<file path="src/rtl/xulie_detect_ctrl.sv">
// rtl/xulie_detect_ctrl.sv - word sequencer feeding a programmable-pattern Moore detector
//
// Accepts parallel words on a valid/ready handshake, shifts them MSB-first one
// bit per clock into an overlapping Moore pattern detector, counts matches per
// word and pulses Done once the word is finished.
//
// Ports:
//   Clk         rising-edge clock
//   Reset       asynchronous active-low reset
//   Pat_ld      load Pat_in as pattern (IDLE only), clears history
//   Pat_in      pattern, bit PAT_W-1 is the oldest bit
//   Clear_hist  clear detector history (IDLE only)
//   In_valid    In_data valid
//   In_data     word to scan
//   In_ready    high in IDLE; word accepted when In_valid && In_ready
//   Dout        registered match flag for the most recently shifted bit
//   Match_cnt   matches in the current / most recent word (saturating)
//   Busy        high while shifting
//   Done        one-cycle pulse, Match_cnt final

module xulie_detect_ctrl #(
   parameter int WORD_W = 8,
   parameter int PAT_W  = 4,
   parameter int CNT_W  = 4
) (
   input  logic              Clk,
   input  logic              Reset,
   input  logic              Pat_ld,
   input  logic [PAT_W-1:0]  Pat_in,
   input  logic              Clear_hist,
   input  logic              In_valid,
   input  logic [WORD_W-1:0] In_data,
   output logic              In_ready,
   output logic              Dout,
   output logic [CNT_W-1:0]  Match_cnt,
   output logic              Busy,
   output logic              Done
);

   localparam int IDX_W = (WORD_W > 1) ? $clog2(WORD_W) : 1;
   localparam int HL_W  = $clog2(PAT_W + 1);

   localparam logic [IDX_W-1:0] LAST_IDX = IDX_W'(WORD_W - 1);
   localparam logic [HL_W-1:0]  HL_FULL  = HL_W'(PAT_W);
   localparam logic [PAT_W-1:0] RST_PAT  = PAT_W'(4'b0110);

   typedef enum logic [1:0] {
      S_IDLE,
      S_SHIFT,
      S_DONE
   } state_t;

   state_t state, state_nx;

   logic [PAT_W-1:0]  pattern;
   logic [WORD_W-1:0] sword;
   logic [IDX_W-1:0]  idx;
   logic [PAT_W-1:0]  hist;
   logic [HL_W-1:0]   hlen;

   logic              bit_in;
   logic [PAT_W-1:0]  hist_nx;
   logic [HL_W-1:0]   hlen_nx;
   logic              hit;
   logic              last_bit;

   // The shift word is consumed from its MSB, so the current bit is always
   // the top bit of the register.
   assign bit_in   = sword[WORD_W-1];
   assign hist_nx  = {hist[PAT_W-2:0], bit_in};
   assign hlen_nx  = (hlen == HL_FULL) ? hlen : hlen + HL_W'(1);
   // A match needs a full window; after a history clear, leading zero fill
   // must not match an all-zero-prefix pattern.
   assign hit      = (hist_nx == pattern) && (hlen_nx == HL_FULL);
   assign last_bit = (idx == LAST_IDX);

   always_ff @(posedge Clk or negedge Reset) begin
      if (!Reset) begin
         state <= S_IDLE;
      end else begin
         state <= state_nx;
      end
   end

   // Handshake and status outputs are decoded from state only.
   always_comb begin
      state_nx = state;
      In_ready = 1'b0;
      Busy     = 1'b0;
      Done     = 1'b0;
      case (state)
         S_IDLE: begin
            In_ready = 1'b1;
            if (In_valid) begin
               state_nx = S_SHIFT;
            end
         end
         S_SHIFT: begin
            Busy = 1'b1;
            if (last_bit) begin
               state_nx = S_DONE;
            end
         end
         S_DONE: begin
            Done     = 1'b1;
            state_nx = S_IDLE;
         end
         default: begin
            state_nx = S_IDLE;
         end
      endcase
   end

   always_ff @(posedge Clk or negedge Reset) begin
      if (!Reset) begin
         pattern   <= RST_PAT;
         sword     <= '0;
         idx       <= '0;
         hist      <= '0;
         hlen      <= '0;
         Dout      <= 1'b0;
         Match_cnt <= '0;
      end else begin
         case (state)
            S_IDLE: begin
               // Pattern load wins over a plain history clear; both take
               // effect before the first bit of a word accepted on this edge.
               if (Pat_ld) begin
                  pattern <= Pat_in;
                  hist    <= '0;
                  hlen    <= '0;
               end else if (Clear_hist) begin
                  hist <= '0;
                  hlen <= '0;
               end
               if (In_valid) begin
                  sword     <= In_data;
                  idx       <= '0;
                  Match_cnt <= '0;
                  Dout      <= 1'b0;
               end
            end
            S_SHIFT: begin
               sword <= sword << 1;
               hist  <= hist_nx;
               hlen  <= hlen_nx;
               idx   <= idx + IDX_W'(1);
               Dout  <= hit;
               if (hit && (Match_cnt != '1)) begin
                  Match_cnt <= Match_cnt + CNT_W'(1);
               end
            end
            S_DONE: begin
               Dout <= 1'b0;
            end
            default: begin
            end
         endcase
      end
   end

endmodule
</file>
<file path="config.mk">
export PLATFORM = sky130hd
export DESIGN_NAME = xulie_detect_ctrl
export DESIGN_NICKNAME = d
export VERILOG_FILES = /design/src/rtl/xulie_detect_ctrl.sv
export SDC_FILE = /design/constraint.sdc
export NUM_CORES = 1
export LEC_CHECK = 0
export ABC_AREA = 1
export BUFFER_PORTS_ARGS = -buffer_cell sky130_fd_sc_hd__clkbuf_2
export CAP_MARGIN = 20
export CORE_MARGIN = 2
export CORE_UTILIZATION = 35
export CTS_BUF_LIST = sky130_fd_sc_hd__clkbuf_16
export DETAILED_ROUTE_END_ITERATION = 7
export SYNTH_ARGS = -nofsm -noshare
export SYNTH_HDL_FRONTEND = slang
export SYNTH_SLANG_ARGS = --single-unit
</file>
<file path="constraint.sdc">
create_clock -name Clk -period 1.9 [get_ports Clk]
set_input_delay 0 -clock Clk [delete_from_list [all_inputs] [get_ports Clk]]
set_output_delay 0 -clock Clk [all_outputs]
set_load 0.05 [all_outputs]
</file>
Word-level counts from Yosys, hierarchy flattened
Index checks and enable logic that the tools add are counted.

storage, ports and cells
  output and inout bits = 8
  input port bits = 17
  word-level logic and storage cells = 55
  flip-flop bits (word level) = 28

cells by class
  reductions and logical operators = 11
  equality and inequality tests = 11
  muxes and demuxes = 22
  $add $sub $neg = 3

operators by type and width
  kind                                                  count
  2-to-1 mux 3 bit                                      6
  case mux 3 bit (2 select lines)                       3
  case mux 8 bit (2 select lines)                       1
  AND reduction 2 bit                                   5
  equality test 3 bit (second input constant)           3
  2-to-1 mux 4 bit                                      2
  2-to-1 mux 8 bit                                      1
  case mux 4 bit (2 select lines)                       1
  adder 3 x 1 -> 3 bit (second input constant)          2
  != test 2 bit (second input constant)                 3
  adder 4 x 1 -> 4 bit (second input constant)          1
  equality test 4 bit                                   1
  2-to-1 mux 1 bit                                      4
  2-to-1 mux 2 bit                                      2
  != test 4 bit (second input constant)                 1
  case mux 2 bit (2 select lines)                       1
  != test 3 bit (second input constant)                 1
  case mux 1 bit (3 select lines)                       1
  AND reduction 3 bit                                   1
  nonzero test 3 bit                                    1
  equality test 2 x 1 -> 1 bit (second input constant)  1
  equality test 2 bit (second input constant)           1
  logical AND 1 bit                                     2
  zero test 2 bit                                       1
  nonzero test 2 bit                                    1

Logic depth before layout (Yosys ltp)
Gate-level depths: netlist of run 1.

  word-level depth = 7
  gate-level depth with buffers = 11
  mapped depth without buffers = 11

Worst setup path before layout of run 1
No wires, ideal clock.

  path kind = register -> register
  start point = register state[0]
  end point = register sword[0]
  cell stages (with the launch flop) = 6
  arrival = 1.528 ns
  data required time = 1.778 ns
  setup slack = 0.251 ns
  path buffers = 0
  clock period less this slack = 1.649 ns
  library setup time = 0.122 ns
  cells stage by stage = dfrtp_1 nor2_2 nand2_4 nand2_8 inv_4 a32o_1

between the ends
  word-level cells in the longest chain between the ends = 3
  elaborated cells between the ends (all ways) = 6
  those cells by class = eq/ne (2); mux (1); reduce/logical (3)

ends and longest elaborated chain
  what                                                                         RTL line  text
  start: declaration                                                           53        state_t state, state_nx;
  start signal: assignment                                                     81        state <= state_nx;
  zero test 2 bit / equality test 2 x 1 -> 1 bit (equally long branches)       124       case (state)
  != test 2 bit (no source line) / nonzero test 2 bit (equally long branches)  n/a
  AND reduction 2 bit (no source line)                                         n/a
  end signal: assignment                                                       137       sword <= In_data;
  end signal: assignment                                                       144       sword <= sword << 1;
  end: declaration                                                             56        logic [WORD_W-1:0] sword;

Several ways; a longest one is shown, not always the timed one.
A chain may end at the register's enable or synchronous reset.

Worst setup path in the final report of run 1
  start point = register state[1]
  end point = output Busy

between the ends
  word-level cells in the longest chain between the ends = 2

ends and longest elaborated chain
  what                          RTL line  text
  equality test 2 x 1 -> 1 bit  91        case (state)
  2-to-1 mux 1 bit              91
  end: declaration              36        output logic Busy,

No other way between the ends.

==> impl_table.tex, run 1 <==
\begin{tabular}{lr}
\hline
Metric & Value \\
\hline
\multicolumn{2}{l}{\textbf{Setup path}} \\
\quad Setup crit start kind & flop \\
\quad Required time worst endpoint & between 1.5 and 2 ns \\
\quad Startpoint-to-endpoint class of the critical path & reg -> out \\
\quad Crit Reg-Reg Endpoint & Match\_cnt[2]\$\_DFFE\_PN0P\_ \\
\quad Kind of cell adding the most delay to the critical path & buffers and inverters \\
\quad R2R Setup Slk & 0.36 ns \\
\quad Sum of buffers and inverters on the critical path & 3 \\
\quad Crit Path Max Fanout & 14 \\
\quad Reg-to-reg startpoint & hlen[0]\$\_DFFE\_PN0P\_ \\
\quad Cell-by-cell listing of the critical path & inv\_1 > nand2\_2 > inv\_2 > clkbuf\_2 \\
\quad Highest-delay cell along the critical path & sky130\_fd\_sc\_hd\_\_dfrtp\_1 \\
\quad Worst Reg-to-Reg Cells & 11 \\
\quad Max incr delay on CP & 0.40 ns \\
\quad Kind of capture point of the worst setup path & primary output \\
\quad Arrival time reported for the critical path endpoint & about 1.6 ns \\
\multicolumn{2}{l}{\textbf{Job}} \\
\quad Max-Cap Viols & 0 \\
\multicolumn{2}{l}{\textbf{Clock tree}} \\
\quad Depth of the CTS H-tree & 1 \\
\quad Post\_cts resized & 0 \\
\quad Number of CTS-inserted buffers & 3 \\
\quad Cell at the root of the clock tree & sky130\_fd\_sc\_hd\_\_clkbuf\_16 \\
\quad Clock latency reported for the late side of the worst-skew pair & 0.26 ns \\
\quad Total clock sinks & 28 \\
\quad CTS tree & built \\
\quad Deepest clock path buffer count & 2 \\
\quad Clock-pin slew on the worst setup and hold paths & roughly 0.070 ns \\
\multicolumn{2}{l}{\textbf{Pwr}} \\
\quad Leak & roughly 0.00085 uW \\
\quad Largest voltage drop on the vdd net & 0.686 mV \\
\quad Overall Power & 3250 uW \\
\quad Power per cell area & 1850 nW/um\^{}2 \\
\multicolumn{2}{l}{\textbf{Floorplan}} \\
\quad Core Area & 3970 um\^{}2 \\
\quad Std cell rows & 23 \\
\quad Overall die height & between 60 and 70 um \\
\quad Starting density of the core & 0.359 \\
\quad Number of top-level pins & 25 \\
\quad Die Area & around 4600 um\^{}2 \\
\quad Die width & about 68 um \\
\multicolumn{2}{l}{\textbf{Yosys}} \\
\quad Top area cells in the synthesized netlist & sky130\_fd\_sc\_hd\_\_dfrtp\_1 (46\%), sky130\_fd\_sc\_hd\_\_nand2\_1 (7.9\%), sky130\_fd\_sc\_hd\_\_nor2\_1 (4.7\%) \\
\quad Synthesized instance count & 153 \\
\quad Cell area after technology mapping & 1430 um\^{}2 \\
\quad Fraction of post-synthesis cell area in the top cell type by area & 0.457 \\
\quad Number of warnings reported in the yosys synthesis log & 0 \\
\quad Post-synthesis area per instance & 9.31 um\^{}2 \\
\quad Seq cells post-synth & 28 \\
\quad Number of distinct library cell variants in the gate-level netlist after synthesis & 28 \\
\quad Seq/Total Area, Yosys & 0.493 \\
\quad Net count after synthesis & approximately 180 \\
\quad Cell taking the most area after synthesis & sky130\_fd\_sc\_hd\_\_dfrtp\_1 \\
\multicolumn{2}{l}{\textbf{Worst hold path}} \\
\quad Cells on Worst Hold Path & 3 \\
\quad Path type of the worst min-delay path & in -> reg \\
\quad Min-Delay Startpoint & In\_data[2] \\
\quad Min-Delay Endpoint & sword[2]\$\_DFFE\_PN0P\_ \\
\multicolumn{2}{l}{\textbf{Detailed routing}} \\
\quad Top Metal Used & met4 \\
\quad Total wire length & 2750 um \\
\quad First-pass iteration count of the detailed router & 4 \\
\quad Vias & 1095 \\
\quad Met3 Routed Length & roughly 140 um \\
\quad Met2 wire length & roughly 1200 um \\
\quad Mean routed wirelength per cell & 11.7 um \\
\quad Initial DRC Count & 59 \\
\quad Met1 layer wirelength in the final routing & 1340 um \\
\quad Number of remaining DRC errors & 0 \\
\quad Per-cell via count in the routed design & roughly 4.7 \\
\quad DRT antenna net count & 0 \\
\multicolumn{2}{l}{\textbf{Final layout}} \\
\quad Share of layout cells above drive strength 1 & 0.265 \\
\quad Register cell area after layout & 703 um\^{}2 \\
\quad Final antenna diode count & 0 \\
\quad Number of nets in the layout & 208 \\
\quad Area used by multi-input combinational logic & 636 um\^{}2 \\
\quad Final core utilization & 0.441 \\
\quad Layout overhead on the synthesized area & 23.0\% \\
\quad Number of fillers in the final layout & 392 \\
\multicolumn{2}{l}{\textbf{STA}} \\
\quad Final critical-path setup slack & 0.342 ns \\
\quad Slew @ Worst Pin & 0.691 ns \\
\quad Min Clock Period, post-route & 1.56 ns \\
\quad Final Hold Fails & 0 \\
\quad Setup-failing EPs final & 0 \\
\quad Max Transition Viols Final & 0 \\
\quad Sum of negative setup slack & 0 ns \\
\quad Achievable frequency & approximately 640 MHz \\
\quad Post-route clock period utilization & 0.820 \\
\quad Setup Skew & approximately 0.0035 ns \\
\quad RSZ-0062 raised after global routing & false \\
\quad Relative slew margins & 0.540 \\
\quad Minimum hold slack & 0.00375 ns \\
\multicolumn{2}{l}{\textbf{Global routing}} \\
\quad Via count of the first global-routing pass & 1097 \\
\quad Global-route congestion overflow total & 0 \\
\quad Pin count of the biggest net entering global routing & 29 \\
\quad Overall routing resource usage & 0.145 \\
\quad Antenna violations before repair & 0 \\
\quad Global-route wire length before repair & $\sim$5000 um \\
\multicolumn{2}{l}{\textbf{Placed design}} \\
\quad Final estimated routing congestion in global placement & 0.770 \\
\quad Worst setup slack after placement & roughly 0.37 ns \\
\quad Quantity of I/O buffers inserted on ports & 24 \\
\quad Estimated wirelength of the detail-placed design & 2000 um \\
\multicolumn{2}{l}{\textbf{Run status}} \\
\quad Outcome & finished, final reports clean \\
\hline
\end{tabular}
[how the worst max path moves through the flow]
stage / to / from / depth (start not counted)
floorplan: sword[0]$_DFFE_PN0P_ / state[0]$_DFFE_PN0P_ / 5
global placement: Match_cnt[3]$_DFFE_PN0P_ / hlen[0]$_DFFE_PN0P_ / 9
detailed placement: Match_cnt[3]$_DFFE_PN0P_ / hlen[0]$_DFFE_PN0P_ / 10
CTS: Busy / state[1]$_DFFE_PN0P_ / 4
global route: Match_cnt[0]$_DFFE_PN0P_ / hlen[1]$_DFFE_PN0P_ / 11
finish: Busy / state[1]$_DFFE_PN0P_ / 4
[per-layer routing]
layer	vias to the layer above	global-route usage
met4	0	0.0525
met1	490	0.199
met2	30	0.228
li1	572	-
met3	3	0.0263
met5	-	0
[layout make-up]
| class | instances | area share |
|---|---|---|
| Timing Repair Buffer | 31 | 0.107 |
| Clock inverter | 1 | 0.0171 |
| Sequential cell | 28 | 0.401 |
| Clock buffer | 3 | 0.0428 |
| Inverter | 15 | 0.0335 |
| Multi-Input combinational cell | 107 | 0.363 |
| Tap cell | 50 | 0.0357 |
[through the flow]
step,instances,cell area [um^2]
after floorplan,153,1430
after global placement,225,1590
after detailed placement,225,1590
after CTS,235,1750
after global routing,235,1750
final,235,1750
[worst register-to-register path, cell delays in order, from the launching register on]
cell and delay, ns:
sky130_fd_sc_hd__dfrtp_1 0.38, sky130_fd_sc_hd__inv_1 0.08, sky130_fd_sc_hd__ha_1 0.23, sky130_fd_sc_hd__nand2_1 0.13
sky130_fd_sc_hd__nand2_1 0.08, sky130_fd_sc_hd__nand2_2 0.09, sky130_fd_sc_hd__nand3_2 0.08, sky130_fd_sc_hd__nor2_4 0.11
sky130_fd_sc_hd__nand3_4 0.11, sky130_fd_sc_hd__nand2_4 0.10, sky130_fd_sc_hd__nand2_1 0.05, sky130_fd_sc_hd__nand2_1 0.05
[cell families (layout without fill, tap and decap cells)]
kind of cell,Yosys count,after routing,share of synthesized area
flip-flops,28,28,0.493
AO/OA/AOI/OAI,28,28,0.114
adder cells (fa/ha/maj),5,5,0.0439
XOR/XNOR,5,5,0.0307
AND/OR/NAND/NOR,65,65,0.226
multiplexers,4,4,0.0316
buffers and inverters,18,50,0.0606
[cells in the final DEF, fill, tap and decap left out, types with 2 or more instances in the layout]
master,count
sky130_fd_sc_hd__nand2_1,30
sky130_fd_sc_hd__dfrtp_1,26
sky130_fd_sc_hd__clkbuf_2,24
sky130_fd_sc_hd__nor2_1,18
sky130_fd_sc_hd__inv_1,12
sky130_fd_sc_hd__o21ai_1,8
sky130_fd_sc_hd__o21ai_0,7
sky130_fd_sc_hd__nand3_1,7
sky130_fd_sc_hd__dlygate4sd3_1,6
sky130_fd_sc_hd__o22ai_1,5
sky130_fd_sc_hd__ha_1,5
sky130_fd_sc_hd__a21oi_1,4
sky130_fd_sc_hd__xnor2_1,4
sky130_fd_sc_hd__mux2_2,4
sky130_fd_sc_hd__clkbuf_16,3
sky130_fd_sc_hd__nor2_2,2
sky130_fd_sc_hd__nand2_2,2
sky130_fd_sc_hd__inv_2,2
sky130_fd_sc_hd__nand2_4,2
sky130_fd_sc_hd__a22o_1,2
sky130_fd_sc_hd__dfstp_2,2
[where the power goes]
| part | internal, uW | switching (uW) | total (uW) | leakage (uW) |
|---|---|---|---|---|
| registers | 886 | 193 | 1080 | 0.000346 |
| clock network | 420 | 204 | 624 | 0.0000511 |
| logic | 562 | 985 | 1550 | 0.000455 |
[state kept, by name, summed over array words and instances (netlist names)]
name / count
Dout: 1
Match_cnt: 4
hist: 3
hlen: 3
idx: 3
pattern: 4
state: 2
sword: 8
[repair_timing]
item / 4_1_cts / 5_1_grt
endpoints found under the hold margin: 31 / 0
hold buffers: 6 / 0
setup buffers: 0 / 0
[cells in the mapped netlist (all sizes together)]
library cell and n:
dfstp 2, dfrtp 26, ha 5, o21ai 16, xnor2 4, mux2 4
a21oi 4, nand3 9, a22o 2, nand2 35, a32o 1, xor2 1
o22ai 5, inv 15, buf 3, nor2 21
(Power assumes the default switching activity.)
==> inputs of run 2 (changes only) <==
clock period = 1.3 ns   (was 1.9 ns; I/O delays follow)
==> run 2 against run 1 <==
Compared with the run above: the run now ends with negative hold slack, negative setup slack left; register-to-register slack got worse by 0.46 ns; hold slack got worse by 0.011 ns; flip-flop and latch count unchanged; sequential power increased by 49%; total power rose by 76%; clock power rose by 46%; largest power group unchanged; count of clock-buffer cells in the layout unchanged; non-clock buffer count is 21 higher; combinational power up 110%; cell count grew 9.4%; clock skew is essentially flat; critical endpoint is now Match_cnt[3]$_DFFE_PN0P_; wire length increased by 13%.
==> impl_table.tex, run 2 (same netlist as run 1, synthesis figures left out) <==
\begin{tabular}{lr}
\hline
Metric & Value \\
\hline
\multicolumn{2}{l}{\textbf{STA}} \\
\quad Min Clock Period, post-route & about 1.4 ns \\
\quad Minimum hold slack & -0.00701 ns \\
\quad Relative slew margins & 0.816 \\
\quad Slew @ Worst Pin & about 0.28 ns \\
\quad RSZ-0062 raised after global routing & true \\
\quad Setup Skew & 0.00319 ns \\
\quad Achievable frequency & 714 MHz \\
\quad Post-route clock period utilization & 1.08 \\
\quad Setup-failing EPs final & 8 \\
\quad Max Transition Viols Final & 0 \\
\quad Final Hold Fails & 1 \\
\quad Final critical-path setup slack & -0.0996 ns \\
\multicolumn{2}{l}{\textbf{Job}} \\
\quad Max-Cap Viols & 0 \\
\multicolumn{2}{l}{\textbf{Setup path}} \\
\quad Reg-to-reg startpoint & hlen[1]\$\_DFFE\_PN0P\_ \\
\quad Crit Reg-Reg Endpoint & Match\_cnt[3]\$\_DFFE\_PN0P\_ \\
\quad Crit Path Max Fanout & 5 \\
\quad R2R Setup Slk & -0.1 ns \\
\quad Worst Reg-to-Reg Cells & 11 \\
\quad Required time worst endpoint & 1.50 ns \\
\quad Kind of capture point of the worst setup path & flop \\
\quad Setup crit start kind & flop \\
\quad Arrival time reported for the critical path endpoint & 1.60 ns \\
\quad Startpoint-to-endpoint class of the critical path & reg -> reg \\
\multicolumn{2}{l}{\textbf{Global routing}} \\
\quad GRT met1 Usage & 0.202 \\
\quad Via count of the first global-routing pass & 1182 \\
\quad Busiest metal layer after global routing & met2 \\
\quad Global-route congestion overflow total & 0 \\
\quad Met2 Resource Use GR & 0.261 \\
\quad Pin count of the biggest net entering global routing & 29 \\
\quad Antenna violations before repair & 0 \\
\quad Global-route wire length before repair & 5300 um \\
\quad Met3 layer usage reported by global route & 0.0296 \\
\quad Overall routing resource usage & 0.159 \\
\multicolumn{2}{l}{\textbf{Clock tree}} \\
\quad Deepest clock path buffer count & 2 \\
\quad CTS tree & built \\
\quad Depth of the CTS H-tree & 1 \\
\quad Cell at the root of the clock tree & sky130\_fd\_sc\_hd\_\_clkbuf\_16 \\
\quad Total clock sinks & 28 \\
\quad Number of CTS-inserted buffers & 3 \\
\quad Clock-pin slew on the worst setup and hold paths & 0.07 ns \\
\quad Clock latency reported for the late side of the worst-skew pair & roughly 0.26 ns \\
\multicolumn{2}{l}{\textbf{Run status}} \\
\quad Outcome & finished with violations \\
\quad Violated checks & negative hold slack, negative setup slack \\
\multicolumn{2}{l}{\textbf{Worst hold path}} \\
\quad Cells on Worst Hold Path & 3 \\
\quad Path type of the worst min-delay path & in -> reg \\
\quad Min-Delay Startpoint & In\_data[2] \\
\quad Min-Delay Endpoint & sword[2]\$\_DFFE\_PN0P\_ \\
\multicolumn{2}{l}{\textbf{Detailed routing}} \\
\quad Vias & 1208 \\
\quad DRT antenna net count & 0 \\
\quad Mean routed wirelength per cell & 12.1 um \\
\quad Number of remaining DRC errors & 0 \\
\quad Initial DRC Count & 39 \\
\quad First-pass iteration count of the detailed router & 4 \\
\quad Total wire length & a little over 3000 um \\
\quad Per-cell via count in the routed design & 4.70 \\
\multicolumn{2}{l}{\textbf{Final layout}} \\
\quad Top register by number of flip-flops & sword \\
\quad Number of fillers in the final layout & 372 \\
\quad Number of flip-flops under the largest register name & 8 \\
\quad Share of layout cells above drive strength 1 & 0.435 \\
\quad Most used cells in the layout excluding fill and tap cells & sky130\_fd\_sc\_hd\_\_nand2\_1 (27), sky130\_fd\_sc\_hd\_\_dfrtp\_1 (23), sky130\_fd\_sc\_hd\_\_clkbuf\_2 (21) \\
\quad Largest registers & sword: 8 flops, Match\_cnt: 4 flops, pattern: 4 flops \\
\quad Number of nets in the layout & 230 \\
\quad Non-Filler Cell Area, Final & between 2000 and 2500 um\^{}2 \\
\quad Layout overhead on the synthesized area & 44.5\% \\
\quad Area used by multi-input combinational logic & 709 um\^{}2 \\
\quad Final antenna diode count & 0 \\
\quad Register cell area after layout & 707 um\^{}2 \\
\quad Commonest non-fill, non-tap cell in the layout & sky130\_fd\_sc\_hd\_\_nand2\_1 \\
\multicolumn{2}{l}{\textbf{Pwr}} \\
\quad Power per cell area & 2780 nW/um\^{}2 \\
\quad Leak & around 0.001 uW \\
\quad Largest voltage drop on the vdd net & 1.53 mV \\
\multicolumn{2}{l}{\textbf{Floorplan}} \\
\quad Std cell rows & 23 \\
\quad Starting density of the core & 0.359 \\
\quad Core Area & 3970 um\^{}2 \\
\quad Die Area & 4600 um\^{}2 \\
\quad Overall die height & 67.8 um \\
\quad Number of top-level pins & 25 \\
\quad Die width & $\sim$68 um \\
\multicolumn{2}{l}{\textbf{Placed design}} \\
\quad Quantity of I/O buffers inserted on ports & 24 \\
\quad Final estimated routing congestion in global placement & approximately 0.9 \\
\quad Area after detailed placement & 1770 um\^{}2 \\
\quad Estimated wirelength of the detail-placed design & 2080 um \\
\hline
\end{tabular}
-- run 2: cell count changes in the layout (fill, tap and decap cells not counted), moves of 3 or more --
cell / delta
sky130_fd_sc_hd__inv_1: -4
sky130_fd_sc_hd__nor2_2: +4
sky130_fd_sc_hd__o21ai_0: -4
sky130_fd_sc_hd__nand2_4: +3
sky130_fd_sc_hd__dfrtp_2: +3
sky130_fd_sc_hd__dfrtp_1: -3
sky130_fd_sc_hd__nor2_1: -5
sky130_fd_sc_hd__buf_4: +15
sky130_fd_sc_hd__inv_2: +3
sky130_fd_sc_hd__buf_6: +3
sky130_fd_sc_hd__clkbuf_2: -3
sky130_fd_sc_hd__nand2_1: -3
-- run 2: how the worst max path moves through the flow --
stage	from	endpoint	slack (ns)	depth (start not counted)
after floorplan	state[0]$_DFFE_PN0P_	sword[0]$_DFFE_PN0P_	-0.11	5
after detailed placement	hlen[1]$_DFFE_PN0P_	Match_cnt[3]$_DFFE_PN0P_	-0.14	10
final	hlen[1]$_DFFE_PN0P_	Match_cnt[3]$_DFFE_PN0P_	-0.1	11
after CTS	hlen[1]$_DFFE_PN0P_	Match_cnt[3]$_DFFE_PN0P_	-0.12	11
after global placement	hlen[1]$_DFFE_PN0P_	Match_cnt[3]$_DFFE_PN0P_	-0.15	10
after global routing	hlen[1]$_DFFE_PN0P_	Match_cnt[1]$_DFFE_PN0P_	-0.22	11
-- run 2: critical path: stages (launching register included) --
cell	delay [ns]
sky130_fd_sc_hd__dfrtp_1	0.40
sky130_fd_sc_hd__inv_2	0.07
sky130_fd_sc_hd__ha_4	0.17
sky130_fd_sc_hd__nand2_4	0.06
sky130_fd_sc_hd__nand2_1	0.06
sky130_fd_sc_hd__nand2_2	0.08
sky130_fd_sc_hd__nand3_2	0.08
sky130_fd_sc_hd__nor2_4	0.14
sky130_fd_sc_hd__nand3_4	0.10
sky130_fd_sc_hd__nand2_4	0.08
sky130_fd_sc_hd__nand2_1	0.05
sky130_fd_sc_hd__nand2_1	0.05
-- run 2: stage by stage --
stage	setup slack, ns	instances	power [uW]	TNS, ns	utilization
floorplan	-0.114	153	3480	-0.978	-
global placement	-0.149	243	4290	-0.598	0.445
detailed placement	-0.137	243	4320	-0.583	0.445
CTS	-0.119	257	5520	-0.598	0.504
global route	-0.217	257	6190	-1.80	0.519
finish	-0.0996	257	5720	-0.496	0.519
-- run 2: per-layer routing --
layer	routed length, um	up-vias
met5	0	-
met4	93	0
met1	1350	559
met3	140	8
met2	1530	29
li1	-	612
-- run 2: where the power goes --
part | total (uW) | internal (uW) | switching (uW) | leakage, uW
Sequential | 1610 | 1300 | 309 | 0.000342
Combinational | 3200 | 1470 | 1730 | 0.000592
Clock | 910 | 613 | 297 | 0.0000511
Total | 5720 | 3380 | 2340 | 0.000985
-- run 2: timing repair --
item	in CTS	in global routing
pin swaps	7	10
setup buffers	2	0
endpoints found under the hold margin	34	0
endpoints found under the setup margin	13	23
cloned	1	0
resized for setup	9	26
hold buffers	7	0
-- run 2: final cells by class --
cell class,count,share of cell area
clock buffers,3,0.0365
well taps,50,0.0304
flip-flops and latches,28,0.343
repair buffers,52,0.197
inverters,15,0.0334
clock inverters,1,0.0146
multi-input cells,108,0.344
==> inputs of run 3 (changes only) <==
SETUP_SLACK_MARGIN = 0.1   (was unset)
==> run 3 against run 2 <==
Compared with the run above: the run ends with negative setup slack left; count of clock-buffer cells in the layout stayed put; total power is 17% higher; first-iteration DRC count is 7.7% lower; sequential share of layout area fell by 4.4 points; register-to-register slack got worse by 0.07 ns; die area did not move; non-clock buffer count grew 17; design area grew 15%; combinational power rose by 30%; clock power is 0.8% lower; critical path type unchanged; largest power group unchanged.
==> impl_table.tex, run 3 (same netlist as run 1, synthesis figures left out) <==
\begin{tabular}{lr}
\hline
Metric & Value \\
\hline
\multicolumn{2}{l}{\textbf{Clock tree}} \\
\quad Clock-pin slew on the worst setup and hold paths & 0.07 ns \\
\quad Cell at the root of the clock tree & sky130\_fd\_sc\_hd\_\_clkbuf\_16 \\
\quad Depth of the CTS H-tree & 1 \\
\quad Deepest clock path buffer count & 2 \\
\quad Total clock sinks & 28 \\
\quad Clock latency reported for the late side of the worst-skew pair & 0.26 ns \\
\quad Number of CTS-inserted buffers & 3 \\
\quad CTS tree & built \\
\multicolumn{2}{l}{\textbf{STA}} \\
\quad Min Clock Period, post-route & between 1 and 1.5 ns \\
\quad Final critical-path setup slack & -0.169 ns \\
\quad Final Hold Fails & 0 \\
\quad Sum of negative setup slack & -1.41 ns \\
\quad Minimum hold slack & between 0.01 and 0.015 ns \\
\quad Relative slew margins & 0.768 \\
\quad Achievable frequency & 681 MHz \\
\quad Setup-failing EPs final & 19 \\
\quad Slew @ Worst Pin & $\sim$0.35 ns \\
\quad RSZ-0062 raised after global routing & true \\
\quad Post-route clock period utilization & 1.13 \\
\quad Setup Skew & 0.00173 ns \\
\quad Max Transition Viols Final & 0 \\
\multicolumn{2}{l}{\textbf{Placed design}} \\
\quad Post-Place Cells & 246 \\
\quad Final estimated routing congestion in global placement & between 0.8 and 0.9 \\
\quad Quantity of I/O buffers inserted on ports & 24 \\
\quad Estimated wirelength of the detail-placed design & 2190 um \\
\multicolumn{2}{l}{\textbf{Detailed routing}} \\
\quad DRT antenna net count & 0 \\
\quad First-pass iteration count of the detailed router & 4 \\
\quad Total wire length & 3590 um \\
\quad Initial DRC Count & 36 \\
\quad Vias & 1290 \\
\quad Number of remaining DRC errors & 0 \\
\quad Mean routed wirelength per cell & 13.1 um \\
\quad Per-cell via count in the routed design & 4.71 \\
\multicolumn{2}{l}{\textbf{Setup path}} \\
\quad Setup crit start kind & flop \\
\quad R2R Setup Slk & -0.17 ns \\
\quad Reg-to-reg startpoint & hlen[0]\$\_DFFE\_PN0P\_ \\
\quad Required time worst endpoint & around 1.5 ns \\
\quad Startpoint-to-endpoint class of the critical path & reg -> reg \\
\quad Crit Path Max Fanout & 5 \\
\quad Crit Reg-Reg Endpoint & Match\_cnt[3]\$\_DFFE\_PN0P\_ \\
\quad Worst Reg-to-Reg Cells & 11 \\
\quad Arrival time reported for the critical path endpoint & 1.67 ns \\
\quad Kind of capture point of the worst setup path & flop \\
\multicolumn{2}{l}{\textbf{Global routing}} \\
\quad Met2 Resource Use GR & 0.276 \\
\quad Overall routing resource usage & 0.162 \\
\quad Global-route wire length before repair & about 5600 um \\
\quad Met3 layer usage reported by global route & 0.0230 \\
\quad Via count of the first global-routing pass & 1339 \\
\quad Antenna violations before repair & 0 \\
\quad Global-route congestion overflow total & 0 \\
\quad Pin count of the biggest net entering global routing & 17 \\
\quad GRT met1 Usage & 0.210 \\
\quad Busiest metal layer after global routing & met2 \\
\multicolumn{2}{l}{\textbf{Run status}} \\
\quad Violated checks & negative setup slack \\
\quad Outcome & finished with violations \\
\multicolumn{2}{l}{\textbf{Pwr}} \\
\quad Clock network fraction of design power & 0.135 \\
\quad Leak & between 0.001 and 0.0015 uW \\
\quad P\_sw & 2760 uW \\
\quad Largest voltage drop on the vdd net & between 1.5 and 2 mV \\
\quad Switching Share & 0.411 \\
\quad Fraction of power consumed by combinational cells & 0.622 \\
\quad Design internal power & a little under 4000 uW \\
\quad Power per cell area & roughly 2800 nW/um\^{}2 \\
\quad Share of total power in sequential cells & 0.243 \\
\multicolumn{2}{l}{\textbf{Final layout}} \\
\quad Commonest non-fill, non-tap cell in the layout & sky130\_fd\_sc\_hd\_\_dfrtp\_1 \\
\quad Largest registers & sword: 8 flops, Match\_cnt: 4 flops, pattern: 4 flops \\
\quad Number of flip-flops under the largest register name & 8 \\
\quad Most used cells in the layout excluding fill and tap cells & sky130\_fd\_sc\_hd\_\_dfrtp\_1 (23), sky130\_fd\_sc\_hd\_\_buf\_4 (22), sky130\_fd\_sc\_hd\_\_nand2\_1 (21), sky130\_fd\_sc\_hd\_\_clkbuf\_2 (21), sky130\_fd\_sc\_hd\_\_buf\_6 (14) \\
\quad Share of layout cells above drive strength 1 & 0.567 \\
\quad Layout overhead on the synthesized area & 65.8\% \\
\quad Number of nets in the layout & 247 \\
\quad Number of non-filler instances in the completed layout & 274 \\
\quad Final antenna diode count & 0 \\
\quad Top register by number of flip-flops & sword \\
\multicolumn{2}{l}{\textbf{Worst hold path}} \\
\quad Min-Delay Endpoint & sword[4]\$\_DFFE\_PN0P\_ \\
\quad Cells on Worst Hold Path & 3 \\
\quad Path type of the worst min-delay path & in -> reg \\
\quad Min-Delay Startpoint & In\_data[4] \\
\multicolumn{2}{l}{\textbf{Floorplan}} \\
\quad Die width & 67.8 um \\
\quad Number of top-level pins & 25 \\
\quad Std cell rows & 23 \\
\quad Overall die height & 67.8 um \\
\quad Starting density of the core & 0.359 \\
\quad Die Area & between 4000 and 5000 um\^{}2 \\
\quad Core Area & 3970 um\^{}2 \\
\multicolumn{2}{l}{\textbf{Job}} \\
\quad Max-Cap Viols & 0 \\
\hline
\end{tabular}
==> run 3: cell count changes in the layout (fill, tap and decap cells not counted), sizes merged <==
cell,delta
buf,+16
dlygate4sd3,+1
inv,+1
nand2,-1
==> run 3: what timing repair did <==
item                                    4_1_cts  5_1_grt
cloned                                        0        1
endpoints found under the hold margin        33        0
endpoints found under the setup margin       22       29
resized for setup                            43       39
hold buffers                                  8        0
pin swaps                                    16       16
setup buffers                                12        5
==> run 3: per-layer routing <==
layer  part of all wire  vias up
met3              0.020        2
met1               0.44      622
met5                  0        -
li1                   -      650
met4             0.0059        0
met2               0.54       16
==> run 3: final cells by class <==
type	instances	area (um^2)
timing repair buffer	69	588
clock inverter	1	30.0
timing repair inverter	1	8.76
sequential	28	707
fill	323	1610
inverter	15	80.1
multi-input combinational	107	812
tap	50	62.6
clock buffer	3	75.1
==> run 3: worst max-delay path by stage <==
| stage | startpoint | to | slack [ns] | cells past startpoint |
|---|---|---|---|---|
| after floorplan | state[0]$_DFFE_PN0P_ | sword[0]$_DFFE_PN0P_ | -0.11 | 5 |
| after global placement | hlen[1]$_DFFE_PN0P_ | Match_cnt[3]$_DFFE_PN0P_ | -0.16 | 10 |
| after detailed placement | hlen[1]$_DFFE_PN0P_ | Match_cnt[3]$_DFFE_PN0P_ | -0.17 | 10 |
| after CTS | hlen[0]$_DFFE_PN0P_ | Match_cnt[3]$_DFFE_PN0P_ | -0.15 | 11 |
| after global routing | hlen[0]$_DFFE_PN0P_ | Match_cnt[2]$_DFFE_PN0P_ | -0.27 | 11 |
| final | hlen[0]$_DFFE_PN0P_ | Match_cnt[3]$_DFFE_PN0P_ | -0.17 | 11 |
==> run 3: power by group through the flow <==
stage	registers (uW)	clock network [uW]	logic (uW)
4_1_cts	1600	928	3570
6_report	1630	903	4170
2_1_floorplan	1700	0	1780
3_5_place_dp	1590	0	2830
3_3_place_gp	1580	0	2800
5_1_grt	1670	959	4520
==> run 3: critical path, cell delays in order, from the launching register on <==
cell                      delay, ns
sky130_fd_sc_hd__dfrtp_1       0.42
sky130_fd_sc_hd__inv_2         0.10
sky130_fd_sc_hd__buf_4         0.10
sky130_fd_sc_hd__buf_4         0.11
sky130_fd_sc_hd__nand3_2       0.06
sky130_fd_sc_hd__nand2_2       0.09
sky130_fd_sc_hd__nand3_2       0.08
sky130_fd_sc_hd__nor2_4        0.14
sky130_fd_sc_hd__nand3_4       0.11
sky130_fd_sc_hd__nand2_4       0.10
sky130_fd_sc_hd__nand2_2       0.05
sky130_fd_sc_hd__nand2_2       0.06
==> run 3: stage by stage <==
step | cell area (um^2) | setup WS (ns) | total power [uW] | util
5_1_grt | 2360 | -0.270 | 7150 | 0.595
2_1_floorplan | 1440 | -0.114 | 3480 | -
4_1_cts | 2190 | -0.151 | 6100 | 0.551
3_3_place_gp | 1780 | -0.155 | 4380 | 0.447
3_5_place_dp | 1780 | -0.174 | 4420 | 0.447
6_report | 2360 | -0.169 | 6710 | 0.595
